<file path="config.mk">
export PLATFORM = sky130hd
export DESIGN_NAME = stack_arbiter
export DESIGN_NICKNAME = d
export VERILOG_FILES = /design/src/rtl/stack_arb_pkg.sv /design/src/rtl/stack_arbiter_rr_arbiter2.sv /design/src/rtl/stack_arbiter.sv
export SDC_FILE = /design/constraint.sdc
export NUM_CORES = 1
export LEC_CHECK = 0
export BUFFER_PORTS_ARGS = -buffer_cell sky130_fd_sc_hd__buf_2
export CAP_MARGIN = 15
export CORE_MARGIN = 3
export CORE_UTILIZATION = 35
export DETAILED_ROUTE_END_ITERATION = 8
export GPL_TIMING_DRIVEN = 0
export SYNTH_ARGS = -nofsm -noshare
export SYNTH_HDL_FRONTEND = slang
export SYNTH_SLANG_ARGS = --single-unit
</file>
<file path="constraint.sdc">
create_clock -name CLK -period 6.5 [get_ports CLK]
set_clock_uncertainty 0.1 [all_clocks]
set_input_delay 0 -clock CLK [delete_from_list [all_inputs] [get_ports CLK]]
set_output_delay 0 -clock CLK [all_outputs]
set_load 0.1 [all_outputs]
</file>
<file path="src/rtl/stack_arb_pkg.sv">
// Shared types and default sizes for the two-client stack arbiter and the stack it fronts.
package stack_arb_pkg;

    localparam int DEPTH = 5;
    localparam int DW    = 4;
    localparam int IW    = 3;

    typedef enum logic [1:0] {
        CMD_NOP  = 2'd0,
        CMD_PUSH = 2'd1,
        CMD_POP  = 2'd2,
        CMD_GET  = 2'd3
    } cmd_t;

    typedef enum logic [1:0] {
        ST_IDLE  = 2'd0,
        ST_ISSUE = 2'd1,
        ST_RESP  = 2'd2
    } state_t;

endpackage

</file>
<file path="src/rtl/stack_arbiter_rr_arbiter2.sv">
// Two-way round-robin arbiter: one-hot grant among unmasked requests, last-served
// pointer advanced only when the FSM actually takes the grant.
module rr_arbiter2 (
    input  logic       clk_i,
    input  logic       rst_ni,
    input  logic [1:0] req_i,
    input  logic [1:0] mask_i,
    input  logic       adv_i,
    output logic [1:0] gnt_o
);

    logic       last_q, last_d;
    logic [1:0] elig;

    always_comb begin
        elig   = req_i & ~mask_i;
        gnt_o  = elig;
        if (elig == 2'b11) begin
            gnt_o = last_q ? 2'b01 : 2'b10;
        end
        last_d = last_q;
        if (adv_i && (gnt_o != 2'b00)) begin
            last_d = gnt_o[1];
        end
    end

    // Pointer starts as "client 1 served last" so client 0 wins the first tie.
    always_ff @(posedge clk_i or negedge rst_ni) begin
        if (!rst_ni) begin
            last_q <= 1'b1;
        end else begin
            last_q <= last_d;
        end
    end

endmodule

</file>
<file path="src/rtl/stack_arbiter.sv">
// Shares one stack between two clients: round-robin grant, fixed 3-cycle
// IDLE/ISSUE/RESP handshake, and shadow-count based overflow/underflow/range protection.
module stack_arbiter #(
    parameter int DEPTH = stack_arb_pkg::DEPTH,
    parameter int DW    = stack_arb_pkg::DW,
    parameter int IW    = stack_arb_pkg::IW,
    parameter int CW    = 3
) (
    input  logic          CLK,
    input  logic          RESET,
    input  logic          REQ0,
    input  logic          REQ1,
    input  logic [1:0]    CMD0,
    input  logic [1:0]    CMD1,
    input  logic [IW-1:0] IDX0,
    input  logic [IW-1:0] IDX1,
    input  logic [DW-1:0] WDATA0,
    input  logic [DW-1:0] WDATA1,
    output logic          ACK0,
    output logic          ACK1,
    output logic          ERR,
    output logic [DW-1:0] RDATA,
    output logic [CW-1:0] COUNT,
    output logic [1:0]    S_COMMAND,
    output logic [IW-1:0] S_INDEX,
    output logic [DW-1:0] S_IDATA,
    output logic          S_RESET,
    input  logic [DW-1:0] S_ODATA
);

    import stack_arb_pkg::*;

    localparam int MW = (IW > CW) ? IW : CW;

    state_t        state_q, state_d;
    cmd_t          cmd_q, cmd_d, scmd_q, scmd_d, sel_cmd;
    logic [IW-1:0] idx_q, idx_d, sel_idx;
    logic [DW-1:0] wdata_q, wdata_d, sel_wdata;
    logic [DW-1:0] rdata_q, rdata_d;
    logic [CW-1:0] count_q, count_d;
    logic          gid_q, gid_d, bad_q, bad_d;
    logic          err_q, err_d, ack0_q, ack0_d, ack1_q, ack1_d;
    logic          srst_q, adv, legal;
    logic [1:0]    gnt;

    function automatic logic cmd_legal(cmd_t c, logic [IW-1:0] idx, logic [CW-1:0] cnt);
        case (c)
            CMD_PUSH: return cnt != CW'(DEPTH);
            CMD_POP:  return cnt != '0;
            CMD_GET:  return MW'(idx) < MW'(cnt);
            default:  return 1'b1;
        endcase
    endfunction

    rr_arbiter2 u_arb (
        .clk_i  (CLK),
        .rst_ni (RESET),
        .req_i  ({REQ1, REQ0}),
        .mask_i ({ack1_q, ack0_q}),
        .adv_i  (adv),
        .gnt_o  (gnt)
    );

    always_comb begin
        sel_cmd   = gnt[1] ? cmd_t'(CMD1) : cmd_t'(CMD0);
        sel_idx   = gnt[1] ? IDX1 : IDX0;
        sel_wdata = gnt[1] ? WDATA1 : WDATA0;
        legal     = cmd_legal(sel_cmd, sel_idx, count_q);
    end

    always_comb begin
        state_d = state_q;
        cmd_d   = cmd_q;
        idx_d   = idx_q;
        wdata_d = wdata_q;
        gid_d   = gid_q;
        bad_d   = bad_q;
        scmd_d  = CMD_NOP;
        count_d = count_q;
        ack0_d  = 1'b0;
        ack1_d  = 1'b0;
        err_d   = err_q;
        rdata_d = rdata_q;
        adv     = 1'b0;
        case (state_q)
            ST_IDLE: begin
                // No arbitration while the stack is still held in reset.
                if (!srst_q && (gnt != 2'b00)) begin
                    adv     = 1'b1;
                    gid_d   = gnt[1];
                    cmd_d   = sel_cmd;
                    idx_d   = sel_idx;
                    wdata_d = sel_wdata;
                    bad_d   = !legal;
                    if (legal) begin
                        scmd_d = sel_cmd;
                    end
                    state_d = ST_ISSUE;
                end
            end
            ST_ISSUE: begin
                if (!bad_q && cmd_q == CMD_PUSH) count_d = count_q + CW'(1);
                if (!bad_q && cmd_q == CMD_POP)  count_d = count_q - CW'(1);
                state_d = ST_RESP;
            end
            ST_RESP: begin
                ack0_d  = !gid_q;
                ack1_d  = gid_q;
                err_d   = bad_q;
                rdata_d = (!bad_q && (cmd_q == CMD_POP || cmd_q == CMD_GET)) ? S_ODATA : '0;
                state_d = ST_IDLE;
            end
            default: state_d = ST_IDLE;
        endcase
    end

    always_ff @(posedge CLK or negedge RESET) begin
        if (!RESET) begin
            state_q <= ST_IDLE;
            cmd_q   <= CMD_NOP;
            idx_q   <= '0;
            wdata_q <= '0;
            gid_q   <= 1'b0;
            bad_q   <= 1'b0;
            scmd_q  <= CMD_NOP;
            count_q <= '0;
            ack0_q  <= 1'b0;
            ack1_q  <= 1'b0;
            err_q   <= 1'b0;
            rdata_q <= '0;
        end else begin
            state_q <= state_d;
            cmd_q   <= cmd_d;
            idx_q   <= idx_d;
            wdata_q <= wdata_d;
            gid_q   <= gid_d;
            bad_q   <= bad_d;
            scmd_q  <= scmd_d;
            count_q <= count_d;
            ack0_q  <= ack0_d;
            ack1_q  <= ack1_d;
            err_q   <= err_d;
            rdata_q <= rdata_d;
        end
    end

    // Stack reset asserts with RESET and releases one edge later.
    always_ff @(posedge CLK or negedge RESET) begin
        if (!RESET) begin
            srst_q <= 1'b1;
        end else begin
            srst_q <= 1'b0;
        end
    end

    assign ACK0      = ack0_q;
    assign ACK1      = ack1_q;
    assign ERR       = err_q;
    assign RDATA     = rdata_q;
    assign COUNT     = count_q;
    assign S_COMMAND = scmd_q;
    assign S_INDEX   = idx_q;
    assign S_IDATA   = wdata_q;
    assign S_RESET   = srst_q;

endmodule

</file>
==> results of run 1 <==
placed cells by master, fill, tap and decap left out, types with 2 or more instances in the layout:
cell type	n
nor2b_1	2
mux2i_1	7
buf_2	48
dfrtp_1	25
o21ai_0	11
nand2b_1	3
a22o_1	4
mux2_2	3
nor2_1	4
clkbuf_8	3
nand2_1	17
xnor2_1	3
clkbuf_1	2
dfstp_2	2
dlygate4sd3_1	19
inv_1	6
o31ai_1	2
ha_1	2
power by group through the flow:
stage	clock network (mW)	logic, mW	registers (mW)
floorplan	0	0.132	0.552
global placement	0	0.503	0.262
detailed placement	0	0.513	0.265
CTS	0.0951	0.527	0.262
global route	0.101	0.559	0.270
finish	0.0911	0.525	0.262
worst max-delay path, stage by stage, from the launching register on:
cell      delay [ns]
dfstp_2         0.56
nand3b_4        0.10
nand2_4         0.10
buf_2           0.28
mux2_2          0.40
ha_1            0.29
and2_1          0.16
o31ai_1         0.22
o22ai_1         0.17
a41oi_1         0.25
o311ai_1        0.12
sequential cells by signal (all words and copies together), names as in the netlist, 2 cells and up:
register and count:
COUNT 3, S_COMMAND 2, state_q 2, RDATA 4
cmd_q 2, S_INDEX 3, S_IDATA 4
cell type report:
type / count / share of cell area
multi-input combinational: 81 / 0.318
tap: 46 / 0.0317
inverter: 6 / 0.0124
sequential: 27 / 0.374
timing repair buffer: 64 / 0.229
buffer: 4 / 0.0103
clock buffer: 4 / 0.0248
cells in the mapped netlist, types with 2 or more instances:
cell and n:
a22o_1 4, buf_2 3, dfrtp_1 25, dfstp_2 2, ha_1 2, inv_1 6, mux2_2 3, mux2i_1 7
nand2_1 17, nand2b_1 3, nor2_1 4, nor2b_1 2, o21ai_0 11, o31ai_1 2, xnor2_1 3
stage by stage:
step / cell area, um2 / util
CTS: 1820 / 0.527
global placement: 1580 / 0.459
finish: 1820 / 0.527
detailed placement: 1580 / 0.459
global route: 1820 / 0.527
floorplan: 1300 / -
cells by family after synthesis:
logic type      synth area share
buf+inv                   0.0318
fa+ha+maj                 0.0347
compound gates             0.133
other cells              0.00289
simple gates               0.168
mux                       0.0800
xor+xnor                  0.0270
flops                      0.523
routing by layer:
layer	routed length (um)	GRT usage	share of wire
met5	0	0	0
met3	103	0.0371	0.034
met2	1680	0.288	0.55
met4	41	0.0430	0.014
met1	1220	0.177	0.40
final timing paths:
check,from,end,slack [ns],cells past startpoint
worst max-delay path,u_arb.last_q,bad_q,3.61,10
worst min-delay path,CMD0[1],cmd_q[1],0.05,3
worst max register to register,u_arb.last_q,bad_q,3.61,10
worst min register to register,gid_q,ACK0,0.37,1
max in group asynchronous,RESET,cmd_q[1],5.75,2
min in group asynchronous,RESET,S_INDEX[0],0.16,2
repair_timing:
item	CTS	global route
hold buffers	19	0
hold endpoints to repair	36	0
resized for setup	0	0
==> reports/results.txt, run 1 <==
Worst Path Required - 6.53 ns
Sw frac - 0.562
Int Pwr - 0.385 mW
Syn-to-layout area delta - 39.9%
H-Tree Depth - 1
Netlist cell types - 39
Number of instances in the synthesized netlist - 118
Period utilisation layout - 0.445
Post-layout nets - 216
Seq cells post-synth - 27
1st-iter DRT viols - 59
Die Area - 0.00447 mm2
DRT Wirelength - 3040 um
Final WS setup - 3.61 ns
Core ar. - 0.00344 mm2
Worst Max-Slew Pin Slew - 0.591 ns
Synthesis warning total - 0
Sw Pwr - 0.493 mW
Max-slew violation count - 0
Largest net degree at the start of global routing - 28
FFs w/ async S/R, synth - 1.00
Row count - 21
RSZ-0062 raised after global routing - no
Clock transition at path regs - 0.08 ns
Top-Level Pins - 46
Root Buffer - clkbuf_8
Dominant cell type by area after synthesis - dfrtp_1
Min Tclk post-route - 2.89 ns
Final HPWL DP - 2300 um
Hold WS - 0.0537 ns
Hold WC Path Type - input port to flip-flop
Die height - 66.9 um
Diodes inserted - 0
Crit path kind - flip-flop to flip-flop
Pleak - 0.935 nW
Vias per cell - 4.77
Pwr Density - 483 mW/mm2
Initial antenna violation count - 0
Residual DRC count - 0
Register area - 678 um2
Die X - 66.9 um
Combinational share of power - 0.598
Area occupied by multi-input gates - 578 um2
Critical-path maximum fanout - 10
Remaining antenna violation count after routing - 0
Initial core utilization - 0.377
Placer Congestion - 0.788
Vias in the first global route - 1,193
Top cells by area, synth - dfrtp_1, mux2i_1, nand2_1
GRT Residual Overflow - 0
Post-synth EDFFs - 0
Slew headroom - 0.606
Overall power - 0.878 mW
Status - complete, no violations
First-pass DRT Iterations - 4
Capturing element type of the critical path - flip-flop
Maximum VDD drop - 0.161 mV
Share of layout cells above drive strength 1 - 0.328
Wire per inst - 13.1 um
First-pass GRT wire length - 5320 um
Placed cell count - 209
Vias - 1,107
Clock share of power - 0.104
Syn nets - 147
Achievable Freq - 346 MHz
Synth top area share - 0.482
Main synth FF type - dfrtp_1
Total negative slack - 0 ns
Fin. Hold Viols - 0
Worst EP arrival - 2.92 ns
FILL cells - 325
Crit start category - flip-flop
Placement Setup Slack - 3.61 ns
Seq/Total Area, Yosys - 0.523
Final setup fails - 0
Clk sinks - 27
Max-Cap Viols - 0
Setup bufs post-CTS - 0
GRT Total Usage - 0.156
Clk Latency, worst-skew pair - 0.27 ns
CTS buffer count - 3
Syn avg cell area - 11.0 um2
Netlist Area Pre-Place - 0.00130 mm2
Sequential share of power - 0.298
Port Buffers - 45
Max clock buf depth - 2
CTS tree - done
Layout Cells excl Fill - 232
Note: power is estimated with default switching activity, not from simulation.
==> run 2: changes to the inputs <==
Clock period 6.5 ns to 2.7 ns, I/O delays scaled along.
==> reports/results.txt, run 2 (same netlist as run 1, synthesis figures left out) <==
Crit path kind - flip-flop to flip-flop
Die height - 66.9 um
Remaining antenna violation count after routing - 0
Initial core utilization - 0.377
Final HPWL DP - 2250 um
Layout Cells excl Fill - 231
Capturing element type of the critical path - flip-flop
Residual DRC count - 0
GRT Total Usage - 0.153
First-pass DRT Iterations - 4
Post-layout nets - 215
Syn-to-layout area delta - 43.0%
Vias per cell - 4.74
Most frequent cells in the layout - buf_2, dfrtp_1, nand2_1, dlygate4sd3_1, o21ai_0
Placed cell count - 209
Maximum VDD drop - 0.428 mV
Overall power - 2.16 mW
Worst Path Required - 2.77 ns
Vias - 1,095
Max-Cap Viols - 0
Die X - 66.9 um
Initial antenna violation count - 0
Fin. Hold Viols - 1
Crit start category - flip-flop
Min Tclk post-route - 2.52 ns
GRT Residual Overflow - 0
Port Buffers - 45
FILL cells - 332
Hold WS - -0.00373 ns
Layout Utilization - 0.539
Status - finished with violations
Pwr Density - 1160 mW/mm2
Max clock buf depth - 2
Hold WC Path Type - input port to flip-flop
Die Area - 0.00447 mm2
H-Tree Depth - 1
Top-Level Pins - 46
Vias in the first global route - 1,138
Diodes inserted - 0
1st-iter DRT viols - 27
Worst Max-Slew Pin Slew - 0.611 ns
Critical-path maximum fanout - 4
RSZ-0062 raised after global routing - no
Final setup fails - 0
Worst EP arrival - 2.60 ns
CTS tree - done
DRT Wirelength - 3230 um
Clock transition at path regs - 0.09 ns
Pleak - 0.935 nW
Area occupied by multi-input gates - 623 um2
Register area - 683 um2
Core ar. - 0.00344 mm2
Clk sinks - 27
First-pass GRT wire length - 5220 um
Slew headroom - 0.590
Failing checks - hold timing
Largest net degree at the start of global routing - 28
Period utilisation layout - 0.934
Total negative slack - 0 ns
Placer Congestion - 0.809
Clk Latency, worst-skew pair - 0.27 ns
Share of layout cells above drive strength 1 - 0.368
Max-slew violation count - 0
CTS buffer count - 3
Commonest non-fill, non-tap cell in the layout - buf_2
Row count - 21
Achievable Freq - 396 MHz
Root Buffer - clkbuf_8
Wire per inst - 14.0 um
-- run 2: cell count changes in the layout (fill, tap and decap cells not counted), sizes merged --
cell,previous run,this run
dlygate4sd3,19,17
buf,48,49
-- run 2: worst paths after layout --
check | from | end | slack, ns | cells past startpoint
min in group asynchronous | RESET | S_COMMAND[0] | 0.16 | 2
min reg2reg | gid_q | ACK0 | 0.37 | 1
max reg2reg | ACK0 | S_COMMAND[0] | 0.18 | 8
min | IDX1[2] | S_INDEX[2] | -0.004 | 4
max | ACK0 | S_COMMAND[0] | 0.18 | 8
max in group asynchronous | RESET | ACK0 | 1.89 | 2
-- run 2: timing repair --
| action | 4_1_cts | 5_1_grt |
|---|---|---|
| pin swaps | 2 | 2 |
| endpoints found under the setup margin | 3 | 3 |
| buffers inserted | 0 | 2 |
| gates resized for setup | 0 | 6 |
| hold endpoints to repair | 35 | 0 |
| hold buffers | 17 | 0 |
-- run 2: area by class of cell --
type	instances	area share
well taps	46	0.0310
plain buffers	3	0.00742
clock buffers	4	0.0243
flip-flops and latches	27	0.368
inverters	6	0.0121
repair buffers	64	0.221
multi-input cells	81	0.336
-- run 2: stage by stage --
step	area, um2	hold slack, ns	setup slack (ns)
6_report	1860	-0.00373	0.177
5_1_grt	1860	0.00666	0.0621
4_1_cts	1800	0.00403	0.0517
3_5_place_dp	1590	-0.0551	-0.0555
3_3_place_gp	1590	-0.0676	0.00984
2_1_floorplan	1310	-0.396	0.0114
-- run 2: power by group --
group / total, mW / switching, mW / leakage, nW / internal [mW]
combinational: 1.30 / 1.00 / 0.572 / 0.295
clock: 0.226 / 0.121 / 0.0228 / 0.106
sequential: 0.632 / 0.0925 / 0.339 / 0.540
-- run 2: critical path, stage by stage, from the launching register on --
cell       delay (ns)
dfrtp_4          0.49
nand3b_4         0.20
nand2_8          0.09
mux2_2           0.35
ha_1             0.29
and2_1           0.18
o31ai_2          0.23
o22ai_2          0.15
a2111oi_4        0.34
-- run 2: layer usage --
| layer | global-route usage | up-vias | part of all wire |
|---|---|---|---|
| li1 | - | 541 | - |
| met1 | 0.185 | 523 | 0.41 |
| met2 | 0.271 | 25 | 0.54 |
| met3 | 0.0236 | 6 | 0.030 |
| met4 | 0.0582 | 0 | 0.017 |
| met5 | 0 | - | 0 |
